**src/rtl/voice_allocator.sv**
```systemverilog
// Polyphonic voice allocator: after each key event it scans the voices one per cycle, then issues a
// single-cycle load command that retriggers a matching voice, takes a free one, or steals the oldest.
module voice_allocator #(
    parameter int NUM_VOICES = 4,
    parameter int NOTE_W     = 7,
    parameter int AGE_W      = 8
) (
    input  logic                          clock,
    input  logic                          reset,
    input  logic                          key_valid,
    input  logic                          key_on,
    input  logic [NOTE_W-1:0]             key_note,
    output logic                          key_ready,
    output logic                          load_valid,
    output logic [$clog2(NUM_VOICES)-1:0] load_voice,
    output logic [NOTE_W-1:0]             load_note,
    output logic                          load_gate,
    output logic                          steal_pulse,
    output logic [NUM_VOICES-1:0]         voice_busy
);
    localparam int IDX_W = $clog2(NUM_VOICES);
    localparam logic [AGE_W-1:0] AGE_MAX  = {AGE_W{1'b1}};
    localparam logic [IDX_W-1:0] LAST_IDX = IDX_W'(NUM_VOICES - 1);

    typedef enum logic [1:0] {
        ST_IDLE  = 2'd0,
        ST_SCAN  = 2'd1,
        ST_ISSUE = 2'd2
    } state_e;

    state_e                state_q, state_d;
    logic                  key_ready_q, key_ready_d;
    logic                  key_on_q, key_on_d;
    logic [NOTE_W-1:0]     key_note_q, key_note_d;
    logic [IDX_W-1:0]      scan_idx_q, scan_idx_d;

    logic                  match_found_q, match_found_d, match_found_s;
    logic [IDX_W-1:0]      match_idx_q, match_idx_d, match_idx_s;
    logic                  free_found_q, free_found_d, free_found_s;
    logic [IDX_W-1:0]      free_idx_q, free_idx_d, free_idx_s;
    logic                  oldest_found_q, oldest_found_d, oldest_found_s;
    logic [IDX_W-1:0]      oldest_idx_q, oldest_idx_d, oldest_idx_s;
    logic [AGE_W-1:0]      oldest_age_q, oldest_age_d, oldest_age_s;

    logic [NUM_VOICES-1:0] busy_q, busy_d;
    logic [NOTE_W-1:0]     note_q [NUM_VOICES];
    logic [NOTE_W-1:0]     note_d [NUM_VOICES];
    logic [AGE_W-1:0]      age_q  [NUM_VOICES];
    logic [AGE_W-1:0]      age_d  [NUM_VOICES];

    logic                  load_valid_q, load_valid_d;
    logic [IDX_W-1:0]      load_voice_q, load_voice_d;
    logic [NOTE_W-1:0]     load_note_q, load_note_d;
    logic                  load_gate_q, load_gate_d;
    logic                  steal_q, steal_d;

    logic                  cur_busy_s;
    logic [NOTE_W-1:0]     cur_note_s;
    logic [AGE_W-1:0]      cur_age_s;
    logic [IDX_W-1:0]      target_s;
    logic                  have_target_s;
    logic                  steal_s;

    assign key_ready   = key_ready_q;
    assign load_valid  = load_valid_q;
    assign load_voice  = load_voice_q;
    assign load_note   = load_note_q;
    assign load_gate   = load_gate_q;
    assign steal_pulse = steal_q;
    assign voice_busy  = busy_q;

    // Fold the voice under the scan pointer into the running match/free/oldest results
    always_comb begin
        cur_busy_s = busy_q[scan_idx_q];
        cur_note_s = note_q[scan_idx_q];
        cur_age_s  = age_q[scan_idx_q];

        if (cur_busy_s && !match_found_q && (cur_note_s == key_note_q)) begin
            match_found_s = 1'b1;
            match_idx_s   = scan_idx_q;
        end else begin
            match_found_s = match_found_q;
            match_idx_s   = match_idx_q;
        end

        if (!cur_busy_s && !free_found_q) begin
            free_found_s = 1'b1;
            free_idx_s   = scan_idx_q;
        end else begin
            free_found_s = free_found_q;
            free_idx_s   = free_idx_q;
        end

        // Strict compare keeps the lowest index on equal ages
        if (cur_busy_s && (!oldest_found_q || (cur_age_s > oldest_age_q))) begin
            oldest_found_s = 1'b1;
            oldest_idx_s   = scan_idx_q;
            oldest_age_s   = cur_age_s;
        end else begin
            oldest_found_s = oldest_found_q;
            oldest_idx_s   = oldest_idx_q;
            oldest_age_s   = oldest_age_q;
        end
    end

    // Press target priority: retrigger a match, else a free voice, else steal the oldest
    always_comb begin
        target_s      = {IDX_W{1'b0}};
        have_target_s = 1'b0;
        steal_s       = 1'b0;
        if (match_found_s) begin
            target_s      = match_idx_s;
            have_target_s = 1'b1;
        end else if (free_found_s) begin
            target_s      = free_idx_s;
            have_target_s = 1'b1;
        end else if (oldest_found_s) begin
            target_s      = oldest_idx_s;
            have_target_s = 1'b1;
            steal_s       = 1'b1;
        end else begin
            have_target_s = 1'b0;
        end
    end

    // Next-state, voice table update and load command generation
    always_comb begin
        state_d        = state_q;
        key_on_d       = key_on_q;
        key_note_d     = key_note_q;
        scan_idx_d     = scan_idx_q;
        match_found_d  = match_found_q;
        match_idx_d    = match_idx_q;
        free_found_d   = free_found_q;
        free_idx_d     = free_idx_q;
        oldest_found_d = oldest_found_q;
        oldest_idx_d   = oldest_idx_q;
        oldest_age_d   = oldest_age_q;
        busy_d         = busy_q;
        note_d         = note_q;
        age_d          = age_q;
        load_valid_d   = 1'b0;
        load_gate_d    = 1'b0;
        steal_d        = 1'b0;
        load_voice_d   = load_voice_q;
        load_note_d    = load_note_q;

        case (state_q)
            ST_IDLE: begin
                if (key_valid) begin
                    state_d        = ST_SCAN;
                    key_on_d       = key_on;
                    key_note_d     = key_note;
                    scan_idx_d     = {IDX_W{1'b0}};
                    match_found_d  = 1'b0;
                    match_idx_d    = {IDX_W{1'b0}};
                    free_found_d   = 1'b0;
                    free_idx_d     = {IDX_W{1'b0}};
                    oldest_found_d = 1'b0;
                    oldest_idx_d   = {IDX_W{1'b0}};
                    oldest_age_d   = {AGE_W{1'b0}};
                end else begin
                    state_d = ST_IDLE;
                end
            end
            ST_SCAN: begin
                if (scan_idx_q != LAST_IDX) begin
                    scan_idx_d     = scan_idx_q + IDX_W'(1);
                    match_found_d  = match_found_s;
                    match_idx_d    = match_idx_s;
                    free_found_d   = free_found_s;
                    free_idx_d     = free_idx_s;
                    oldest_found_d = oldest_found_s;
                    oldest_idx_d   = oldest_idx_s;
                    oldest_age_d   = oldest_age_s;
                end else begin
                    // Last voice examined: commit the decision so the load is visible during ISSUE
                    state_d = ST_ISSUE;
                    if (key_on_q) begin
                        if (have_target_s) begin
                            load_valid_d = 1'b1;
                            load_gate_d  = 1'b1;
                            steal_d      = steal_s;
                            load_voice_d = target_s;
                            load_note_d  = key_note_q;
                            for (int v = 0; v < NUM_VOICES; v++) begin
                                if (IDX_W'(v) == target_s) begin
                                    busy_d[v] = 1'b1;
                                    note_d[v] = key_note_q;
                                    age_d[v]  = {AGE_W{1'b0}};
                                end else if (busy_q[v]) begin
                                    age_d[v] = (age_q[v] == AGE_MAX) ? AGE_MAX : (age_q[v] + AGE_W'(1));
                                end else begin
                                    age_d[v] = age_q[v];
                                end
                            end
                        end else begin
                            load_valid_d = 1'b0;
                        end
                    end else if (match_found_s) begin
                        load_valid_d        = 1'b1;
                        load_gate_d         = 1'b0;
                        load_voice_d        = match_idx_s;
                        load_note_d         = key_note_q;
                        busy_d[match_idx_s] = 1'b0;
                    end else begin
                        load_valid_d = 1'b0;
                    end
                end
            end
            ST_ISSUE: begin
                state_d = ST_IDLE;
            end
            default: begin
                state_d = ST_IDLE;
            end
        endcase

        key_ready_d = (state_d == ST_IDLE);
    end

    // State, voice table and output registers with synchronous reset
    always_ff @(posedge clock) begin
        if (reset) begin
            state_q        <= ST_IDLE;
            key_ready_q    <= 1'b1;
            key_on_q       <= 1'b0;
            key_note_q     <= {NOTE_W{1'b0}};
            scan_idx_q     <= {IDX_W{1'b0}};
            match_found_q  <= 1'b0;
            match_idx_q    <= {IDX_W{1'b0}};
            free_found_q   <= 1'b0;
            free_idx_q     <= {IDX_W{1'b0}};
            oldest_found_q <= 1'b0;
            oldest_idx_q   <= {IDX_W{1'b0}};
            oldest_age_q   <= {AGE_W{1'b0}};
            busy_q         <= {NUM_VOICES{1'b0}};
            for (int v = 0; v < NUM_VOICES; v++) begin
                note_q[v] <= {NOTE_W{1'b0}};
                age_q[v]  <= {AGE_W{1'b0}};
            end
            load_valid_q   <= 1'b0;
            load_voice_q   <= {IDX_W{1'b0}};
            load_note_q    <= {NOTE_W{1'b0}};
            load_gate_q    <= 1'b0;
            steal_q        <= 1'b0;
        end else begin
            state_q        <= state_d;
            key_ready_q    <= key_ready_d;
            key_on_q       <= key_on_d;
            key_note_q     <= key_note_d;
            scan_idx_q     <= scan_idx_d;
            match_found_q  <= match_found_d;
            match_idx_q    <= match_idx_d;
            free_found_q   <= free_found_d;
            free_idx_q     <= free_idx_d;
            oldest_found_q <= oldest_found_d;
            oldest_idx_q   <= oldest_idx_d;
            oldest_age_q   <= oldest_age_d;
            busy_q         <= busy_d;
            for (int v = 0; v < NUM_VOICES; v++) begin
                note_q[v] <= note_d[v];
                age_q[v]  <= age_d[v];
            end
            load_valid_q   <= load_valid_d;
            load_voice_q   <= load_voice_d;
            load_note_q    <= load_note_d;
            load_gate_q    <= load_gate_d;
            steal_q        <= steal_d;
        end
    end

endmodule
```
**config.mk**
```make
export PLATFORM = sky130hd
export DESIGN_NAME = voice_allocator
export DESIGN_NICKNAME = d
export VERILOG_FILES = /design/src/rtl/voice_allocator.sv
export SDC_FILE = /design/constraint.sdc
export NUM_CORES = 1
export LEC_CHECK = 0
export CAP_MARGIN = 10
export CORE_UTILIZATION = 60
export CTS_CLUSTER_DIAMETER = 80
export CTS_CLUSTER_SIZE = 12
export DETAILED_ROUTE_END_ITERATION = 6
export MAX_ROUTING_LAYER = met4
export PLACE_DENSITY = 0.92
export SLEW_MARGIN = 10
export SYNTH_ARGS = -nofsm -noshare
export SYNTH_HDL_FRONTEND = slang
export SYNTH_SLANG_ARGS = --single-unit
```
**constraint.sdc**
```tcl
create_clock -name clock -period 5.19 [get_ports clock]
set_input_delay 1.038 -clock clock [delete_from_list [all_inputs] [get_ports clock]]
set_output_delay 1.038 -clock clock [all_outputs]
set_load 0.02 [all_outputs]
```
==> results.cfg, run 1 <==
[power]
power_frac_comb_pct = 6.7
ir_drop_mv = 0.171
p_per_area_nw_per_um2 = 241
power.switching_w = 0.000404
switching_share_pct = 27.8
cellLeakagePower_nw = 2.22
power_frac_clock_pct = 35.8
p_int_w = 0.00105
power_frac_seq_pct = 57.5

[run]
drv_cap = 0

[sta]
fmaxAchievable_mhz = 254
rsz0062_at_grt = false
setup_viol = 0
max_slew_margin_pct = 31.7
min_period_over_period_pct = 75.9
hold_viol = 0
finalCriticalPeriod_ns = 3.94
tightest_slew_ns = 1.02
clock_skew_ns = 0.0176
report.final.slew_viol_count = 0
fin_ws_ns = 1.25
setup_tns_ns = 0

[clock_tree]
insertion_delay_ns = 0.38
path_clk_slew_ns = 0.12
cts_max_level = 3
cts_tree = yes
ctsHoldBuffers = 0
cts-root-buf = clkbuf_8
cts_made_buffers = 9
cts_setup_buffers = 0
cts_resized = 0
clock_path_buffers = 2
clock-sinks = 106

[placed_design]
pre_cts_ws_ns = 1.37
routabilityCongestion = 0.959
place.port_buffers = 27
place_hpwl_mm = 9.96

[floorplan]
die_w_um = 98.1
num_rows = 34
dieArea_um2 = 9620
io_pins = 28
die_height_um = 98.1
coreArea_um2 = 8850
initial_core_util_pct = 62.6

[grt]
grt_usage_pct = 32.2
grt.overflow.total = 0
grt_pass1_wl_mm = 24.0
grt_pass1_vias = 5007
grt_max_degree = 39
grt_antenna_before_repair = 0

[run_status]
outcome = complete, but fails checks
violations = DRC

[synth]
synth_area_um2 = 5540
synth_top_area_share_pct = 38.3
yosys.cell_types.count = 70
ys_seq_area_share_pct = 38.3
synth_nets = 644
yosysWarnings = 0
synth.area.top_cells = dfxtp_1 38%, mux2i_1 8.1%, nor2_1 6.4%, mux4_2 4.5%, a21oi_1 3.5%
yosysTopAreaCell = dfxtp_1
avgSynthCellArea_um2 = 8.94
synth_edf_count = 0
syn_inst = 620
ys_seq_elements = 106
async_flop_share_pct = 0
synth-main-ff-cell = dfxtp_1

[setup_path]
path_class = flop to flop
startpoint = scan_idx_q[0]
crit_fanout = 9
regToRegStartpoint = scan_idx_q[0]
critPathArrivalTime_ns = 4.19
worstPathRequired_ns = 5.44
start_kind = flop
cp-end-kind = flop

[drt]
drt_iter0_markers = 698
finalWirelength_mm = 14.6
drtAntennaViolNets = 0
num_vias = 5034
wl_per_cell_um = 19.7
drc = 1
dr.pass1.iters = 7
vias_per_cell = 6.81

[hold_path]
hp-class = flop to flop
min_from = note_q[6]

[cells_and_area]
nFillCells = 635
diodes = 0
drive_gt1_share_pct = 9.83
area_delta_synth_final_pct = 8.83
num-nets-final = 650
## Yosys cell counts (2+ instances only)
cell	instances
and2_0	2
nor3_1	17
mux4_2	11
and2_1	6
buf_4	2
o31ai_1	3
nand2b_1	12
ha_1	13
nor3b_1	3
buf_2	5
o32ai_1	2
dfxtp_1	106
a22oi_1	14
a41oi_1	3
o21ai_4	4
mux4_1	2
a311oi_1	4
nor3_2	6
nand4b_1	2
o21a_1	3
buf_6	2
and3_1	10
nand3b_1	4
nor2_1	95
o21ai_0	14
a31oi_1	8
nand3_1	20
a21oi_1	39
mux2i_1	45
inv_1	15
nor4_1	4
a211oi_1	3
clkbuf_1	26
nand4_1	14
buf_1	3
or3_1	2
xnor2_1	9
or2_1	2
nand2_1	49
nor2b_1	6
## cell usage in the layout (no fill, tap or decap), types with 3 or more instances in the layout
| cell type | Yosys | layout |
|---|---|---|
| a22oi_1 | 14 | 14 |
| nand3_1 | 20 | 20 |
| nor4_1 | 4 | 4 |
| mux2i_1 | 45 | 45 |
| a41oi_1 | 3 | 3 |
| nor3b_1 | 3 | 3 |
| inv_1 | 15 | 15 |
| o21a_1 | 3 | 3 |
| xnor2_1 | 9 | 9 |
| nand2b_1 | 12 | 12 |
| o21ai_4 | 4 | 4 |
| a311oi_1 | 4 | 4 |
| inv_6 | 0 | 3 |
| nand4_1 | 14 | 14 |
| buf_4 | 2 | 6 |
| and2_1 | 6 | 6 |
| dfxtp_1 | 106 | 106 |
| a211oi_1 | 3 | 3 |
| and3_1 | 10 | 10 |
| clkinv_8 | 0 | 3 |
| ha_1 | 13 | 13 |
| a21oi_1 | 39 | 39 |
| clkbuf_8 | 0 | 9 |
| nand3b_1 | 4 | 4 |
| nor3_1 | 17 | 17 |
| nor2_1 | 95 | 95 |
| a31oi_1 | 8 | 8 |
| clkdlybuf4s50_1 | 0 | 26 |
| nor3_2 | 6 | 6 |
| mux4_2 | 11 | 11 |
| nor2b_1 | 6 | 6 |
| nand2_1 | 49 | 49 |
| o21ai_0 | 14 | 14 |
## final timing paths
kind / depth (start not counted) / slack (ns) / end
max: 10 / 1.25 / age_q[25]
min reg2reg: 2 / 0.51 / note_q[6]
max reg2reg: 10 / 1.25 / age_q[25]
min: 2 / 0.51 / note_q[6]
## sequential cells by signal (all words and copies together), names as in the netlist
register,flops
steal_pulse,1
load_voice,2
oldest_idx_q,2
key_note_q,7
scan_idx_q,2
key_on_q,1
load_gate,1
oldest_found_q,1
voice_busy,4
free_found_q,1
load_valid,1
load_note,7
note_q,28
state_q,2
key_ready,1
age_q,32
match_idx_q,2
oldest_age_q,8
match_found_q,1
free_idx_q,2
## layer usage
metal  vias to the layer above  global-route usage (%)  part of all wire (%)
li1                       2249                       -                     -
met1                      2371                    40.5                    40
met2                       316                    49.0                    46
met3                        98                    5.65                   9.2
met4                         0                    18.2                   5.2
met5                         -                       -                     0
## metrics by stage
| step | instance area, um^2 | cells | hold WS [ns] | total power, W | util, % |
|---|---|---|---|---|---|
| 6_report | 6030 | 739 | 0.506 | 0.00145 | 68.1 |
| 5_1_grt | 6030 | 739 | 0.551 | 0.00150 | 68.1 |
| 4_1_cts | 6030 | 739 | 0.511 | 0.00145 | 68.1 |
| 3_5_place_dp | 5820 | 723 | 0.476 | 0.000947 | 65.8 |
| 3_3_place_gp | 5820 | 723 | 0.468 | 0.000943 | 65.8 |
| 2_1_floorplan | 5540 | 620 | 0.452 | 0.000921 | - |
## area by class of cell
| class | count | area [um^2] | area share [%] |
|---|---|---|---|
| repair buffers | 33 | 310 | 5.15 |
| flip-flops and latches | 106 | 2120 | 35.2 |
| clock buffers | 9 | 124 | 2.05 |
| clock inverters | 7 | 86.3 | 1.43 |
| well taps | 108 | 135 | 2.24 |
| multi-input cells | 461 | 3200 | 53.0 |
| inverters | 15 | 56.3 | 0.934 |
## cell families after synthesis
group                      Yosys count  synth area share [%]
and+or+nand+nor                    263                  23.8
AOI/OAI and AO/OA                  117                  15.7
DFF                                106                  38.3
muxes                               58                  13.6
buffers and inverters               53                  4.11
adders and majority gates           13                  2.94
xor gates and xnor gates            10                  1.58
## critical path: stages, from the launching register on
cell	delay [ns]
dfxtp_1	0.68
mux4_2	0.59
ha_1	0.35
nand4_1	0.22
a21oi_1	0.29
o21ai_4	0.14
o41ai_4	0.45
o211ai_2	0.18
a21oi_4	0.42
or2_1	0.39
nor2_1	0.10
## power by group through the flow
stage | Clock, W | Sequential (W) | Combinational (W)
after CTS | 0.000523 | 0.000835 | 0.0000941
after global routing | 0.000555 | 0.000838 | 0.000104
after detailed placement | 0 | 0.000854 | 0.0000930
after global placement | 0 | 0.000853 | 0.0000902
after floorplan | 0 | 0.000841 | 0.0000800
final | 0.000521 | 0.000836 | 0.0000974
Power figures use the tool's default switching activity.
==> run 2: changes to the inputs <==
- clock period: 5.19 -> 3.83 ns (I/O delays scaled with it)
==> results.cfg, run 2 (synthesis gave the netlist of run 1 again) <==
[run]
drv_cap = 0

[sta]
setup_tns_ns = 0
fmaxAchievable_mhz = 279
min_period_over_period_pct = 93.7
rsz0062_at_grt = false
clock_skew_ns = 0.0156
hold_viol = 0
max_slew_margin_pct = 54.7
setup_viol = 0
tightest_slew_ns = 0.679
finalCriticalPeriod_ns = 3.59
report.final.slew_viol_count = 0

[clock_tree]
cts-root-buf = clkbuf_8
clock-sinks = 106
path_clk_slew_ns = 0.11
insertion_delay_ns = 0.39
cts_max_level = 3
cts_tree = yes
clock_path_buffers = 2
cts_setup_buffers = 0
cts_made_buffers = 9

[floorplan]
die_w_um = 98.1
num_rows = 34
coreArea_um2 = 8850
initial_core_util_pct = 62.6
dieArea_um2 = 9620
io_pins = 28
die_height_um = 98.1

[drt]
drc = 0
num_vias = 4792
drtAntennaViolNets = 0
dr.pass1.iters = 7
vias_per_cell = 6.46
wl_per_cell_um = 18.2
finalWirelength_mm = 13.5
drt_iter0_markers = 359

[setup_path]
worstPathRequired_ns = 4.11
crit_fanout = 9
regToRegStartpoint = scan_idx_q[0]
critPathArrivalTime_ns = 3.87
path_class = flop to flop
rrSetupSlack_ns = 0.24
regToRegEndpoint = note_q[14]
reg2reg_depth = 11
cp-end-kind = flop
start_kind = flop

[cells_and_area]
largest-register = age_q
multi_input_area_um2 = 3200
num-nets-final = 653
drive_gt1_share_pct = 10.6
finalInstanceArea_um2 = 6050
largest_register_ffs = 32
seqCellArea_um2 = 2120
mostFrequentLayoutCells = 105 x dfxtp_1, 95 x nor2_1, 49 x nand2_1
area_delta_synth_final_pct = 9.24
nFillCells = 681
diodes = 0
final_common_cell = dfxtp_1
top_regs = age_q x32, note_q x28, oldest_age_q x8

[grt]
grt.overflow.total = 0
grt_pass1_vias = 4605
grt_usage_pct = 30.6
grt_pass1_wl_mm = 22.9
grt_max_degree = 38
grt_antenna_before_repair = 0

[hold_path]
hp-class = flop to flop
hold_path_end = oldest_age_q[6]
min_from = oldest_age_q[6]
holdPathStages = 2

[power]
power_frac_seq_pct = 57.4
switching_share_pct = 27.2
power_frac_clock_pct = 36.0
power.switching_w = 0.000537
ir_drop_mv = 0.263
cellLeakagePower_nw = 2.24
p_per_area_nw_per_um2 = 326
power_frac_comb_pct = 6.6
p_int_w = 0.00144

[placed_design]
place.port_buffers = 27
place_hpwl_mm = 9.71
routabilityCongestion = 0.930
dpl_cell_area_um2 = 5840

[run_status]
outcome = finished, final reports clean
-- run 2: worst max path at each step --
stage	cells after the start	slack, ns	endpoint	startpoint
after CTS	11	0.05	age_q[11]	scan_idx_q[0]
final	11	0.24	note_q[14]	scan_idx_q[0]
after global placement	11	0.23	note_q[15]	scan_idx_q[0]
after detailed placement	11	0.07	age_q[11]	scan_idx_q[0]
after floorplan	15	0.06	note_q[20]	scan_idx_q[0]
after global routing	11	0.03	note_q[17]	scan_idx_q[0]
-- run 2: metrics by stage --
| stage | cells | setup slack, ns | hold WS (ns) | utilization [%] | power [W] |
|---|---|---|---|---|---|
| floorplan | 620 | 0.0630 | 0.452 | - | 0.00125 |
| global placement | 726 | 0.229 | 0.468 | 66.0 | 0.00128 |
| detailed placement | 726 | 0.0712 | 0.482 | 66.0 | 0.00128 |
| CTS | 742 | 0.0520 | 0.509 | 68.3 | 0.00197 |
| global route | 742 | 0.0291 | 0.526 | 68.4 | 0.00203 |
| finish | 742 | 0.240 | 0.503 | 68.4 | 0.00197 |
-- run 2: layout make-up --
class	instances	share of cell area (%)
Inverter	15	0.930
Sequential cell	106	35.1
Tap cell	108	2.23
Clock inverter	6	1.12
Multi-Input combinational cell	461	52.9
Timing Repair Buffer	36	5.50
Clock buffer	10	2.27
-- run 2: power groups by stage --
stage | logic [W] | clock network (W) | registers [W]
CTS | 0.000127 | 0.000715 | 0.00113
global placement | 0.000123 | 0 | 0.00116
global route | 0.000140 | 0.000757 | 0.00113
floorplan | 0.000110 | 0 | 0.00114
finish | 0.000129 | 0.000711 | 0.00113
detailed placement | 0.000126 | 0 | 0.00116
-- run 2: critical path, cell delays in order, from the launching register on --
cell and delay, ns:
dfxtp_2 0.50, mux4_2 0.56, ha_1 0.36, nand4_1 0.23
o31a_4 0.41, nand2_1 0.07, a31oi_1 0.04, a311o_2 0.40
and4_4 0.25, o21ai_4 0.35, mux2i_1 0.25, nor2_1 0.05
-- run 2: what timing repair did --
action	4_1_cts	5_1_grt
endpoints found under the setup margin	0	60
hold buffers	0	0
gates resized for setup	0	2
-- run 2: routing by layer --
| metal | share of wire (%) | wire length [um] | track usage (%) | up-vias |
|---|---|---|---|---|
| li1 | - | - | - | 2257 |
| met1 | 43 | 5750 | 40.1 | 2240 |
| met2 | 47 | 6300 | 47.9 | 264 |
| met3 | 8.9 | 1200 | 6.08 | 31 |
| met4 | 1.8 | 240 | 8.86 | 0 |
| met5 | 0 | 0 | - | - |
==> run 3: changes to the inputs <==
- ABC_AREA: default -> 1
- GPL_TIMING_DRIVEN: default -> 0
- PLACE_DENSITY: 0.92 -> default
- PLACE_DENSITY_LB_ADDON: default -> 0.25
==> results.cfg, run 3 <==
[run_status]
outcome = finished, final reports clean

[clock_tree]
cts_tree = yes
insertion_delay_ns = 0.38
clock-sinks = 106
cts-root-buf = clkbuf_8
cts_made_buffers = 9
clock_path_buffers = 2
ctsHoldBuffers = 0
cts_max_level = 3
path_clk_slew_ns = 0.11

[drt]
drtAntennaViolNets = 0
finalWirelength_mm = 16.3
dr.pass1.iters = 6
drt_iter0_markers = 613
num_vias = 6048
wl_per_cell_um = 15.5
drc = 0
vias_per_cell = 5.73

[synth]
synth_nets = 907
synth.area.top_cells = dfxtp_1 37%, nand2_1 16%, nand3_1 9.1%, a21oi_1 9.0%, nor2_1 5.2%
synth_area_um2 = 5760
post-synth-top-count-cell = nand2_1
syn_inst = 883
synth-main-ff-cell = dfxtp_1
avgSynthCellArea_um2 = 6.52
yosysTopAreaCell = dfxtp_1
synth_edf_count = 0
ys_seq_area_share_pct = 36.9
async_flop_share_pct = 0
netlist_top_cells_count = 248 x nand2_1, 106 x dfxtp_1, 105 x nand3_1, 104 x a21oi_1, 80 x nor2_1
yosysWarnings = 0
ys_seq_elements = 106
yosys.cell_types.count = 37
synth_top_area_share_pct = 36.9

[sta]
tightest_slew_ns = 0.746
report.final.slew_viol_count = 0
hold_viol = 0
max_slew_margin_pct = 50.3
min_period_over_period_pct = 92.3
setup_viol = 0
finalCriticalPeriod_ns = 3.53
fmaxAchievable_mhz = 283
setup_tns_ns = 0
rsz0062_at_grt = false
clock_skew_ns = 0.0188
fin_ws_ns = 0.297

[grt]
grt.overflow.total = 0
grt_antenna_before_repair = 0
grt_usage_pct = 35.1
grt_pass1_wl_mm = 26.4
grt_pass1_vias = 5409
grt_max_degree = 20

[setup_path]
crit_chain = buf_2 -> inv_2 -> buf_6 -> clkbuf_4 -> a21oi_1 -> o21ai_0 -> nand2_1 -> ha_1 -> nand2_1 -> nor2_1 -> nand2_1 -> nand2_1 -> nand2_1 -> nand2_1 -> nand2_1 -> nand2_1 -> nand3_1 -> nand3_2 -> nand2_4 -> nor2_8 -> nand2_4 -> buf_6 -> nand3_1 -> a21oi_1
regToRegEndpoint = age_q[13]
worst_path_most_repeated_cell = nand2_1
regToRegStartpoint = scan_idx_q[1]
worstPathRequired_ns = 4.08
crit_fanout = 10
path_class = flop to flop
start_kind = flop
cpPeakStageDelay_ns = 0.33
cp_top_family = simple AND/OR/NAND/NOR gates
critPathArrivalTime_ns = 3.78
reg2reg_depth = 24
slowest_stage = dfxtp_1
cp_num_buf_inv = 5
cp-end-kind = flop
rrSetupSlack_ns = 0.30

[floorplan]
die_height_um = 100
die_w_um = 100
dieArea_um2 = 9990
initial_core_util_pct = 62.0
num_rows = 35
coreArea_um2 = 9280
io_pins = 28

[power]
p_per_area_nw_per_um2 = 354
cellLeakagePower_nw = 2.43
ir_drop_mv = 0.203
total_power_w = 0.00227

[run]
drv_cap = 0

[cells_and_area]
largest-register = age_q
largest_register_ffs = 32
mostFrequentLayoutCells = 248 x nand2_1, 106 x dfxtp_1, 104 x a21oi_1, 104 x nand3_1, 80 x nor2_1
utilization_pct = 69.0
final_cells = 1055
area_delta_synth_final_pct = 11.3
diodes = 0
final_common_cell = nand2_1
top_regs = age_q x32, note_q x28, oldest_age_q x8
drive_gt1_share_pct = 7.45
num-nets-final = 945

[placed_design]
place_hpwl_mm = 12.1
pre_cts_ws_ns = -0.170
dp.cells = 1039
routabilityCongestion = 0.956
place.port_buffers = 27

[hold_path]
min_from = note_q[23]
hold_path_end = note_q[23]
hp-class = flop to flop
holdPathStages = 2
## run 3: cell count changes after synthesis, moves of 8 or more
| cell | delta |
|---|---|
| mux2i_1 | -45 |
| o21ai_0 | +34 |
| and3_1 | -10 |
| mux4_2 | -11 |
| xnor2_1 | -9 |
| nand3_1 | +85 |
| inv_1 | +57 |
| nand2b_1 | -12 |
| nor3_1 | -13 |
| nand2_1 | +199 |
| nor2_1 | -15 |
| a21oi_1 | +65 |
| a31oi_1 | -8 |
| a22oi_1 | -14 |
## run 3: how the worst max path moves through the flow
stage | start | to | slack (ns) | cells after the start
2_1_floorplan | scan_idx_q[0] | age_q[10] | 0.62 | 28
5_1_grt | scan_idx_q[1] | age_q[10] | 0.02 | 24
6_report | scan_idx_q[1] | age_q[13] | 0.30 | 24
3_3_place_gp | scan_idx_q[0] | age_q[23] | -0.02 | 23
3_5_place_dp | scan_idx_q[0] | age_q[13] | -0.17 | 28
4_1_cts | scan_idx_q[1] | age_q[13] | 0.12 | 24
## run 3: area by class of cell
| cell class | count | area (um^2) |
|---|---|---|
| multi-input combinational | 659 | 3150 |
| fill | 844 | 2880 |
| buffer | 36 | 206 |
| clock buffer | 10 | 128 |
| clock inverter | 6 | 55.1 |
| inverter | 81 | 307 |
| sequential | 106 | 2120 |
| timing repair buffer | 28 | 278 |
| tap | 129 | 161 |
## run 3: power breakdown
group / internal (W) / total (W) / switching [W]
Combinational: 0.000138 / 0.000467 / 0.000328
Sequential: 0.00112 / 0.00114 / 0.0000161
Clock: 0.000245 / 0.000666 / 0.000421
## run 3: timing repair
item | in CTS | in global routing
setup endpoints to repair | 63 | 63
resized for setup | 1 | 13
pin swaps | 0 | 1
buffers inserted | 0 | 1
## run 3: cells by family (layout without fill, tap and decap cells)
kind of cell | after synthesis | in the layout | synth area share, %
flops | 106 | 106 | 36.9
fa+ha+maj | 13 | 13 | 2.82
buf+inv | 118 | 161 | 8.71
compound gates | 172 | 172 | 15.7
simple gates | 474 | 474 | 35.9
## run 3: through the flow
| step | area, um^2 | hold WS (ns) |
|---|---|---|
| floorplan | 5760 | 0.439 |
| global placement | 6190 | 0.446 |
| detailed placement | 6190 | 0.451 |
| CTS | 6370 | 0.466 |
| global route | 6410 | 0.483 |
| finish | 6410 | 0.466 |
## run 3: metal layers
metal | GRT usage [%] | wire [um]
met1 | 46.4 | 6960
met2 | 53.5 | 7230
met3 | 6.13 | 1620
met4 | 14.0 | 518
met5 | - | 0
## run 3: worst reg2reg max path: cells and delay by family (launching register included)
kind / cells / cell delay (ns)
AND/OR/NAND/NOR: 15 / 1.66
buffers and inverters: 5 / 0.87
flip-flops: 1 / 0.33
adder cells (fa/ha/maj): 1 / 0.32
AO/OA/AOI/OAI: 3 / 0.23
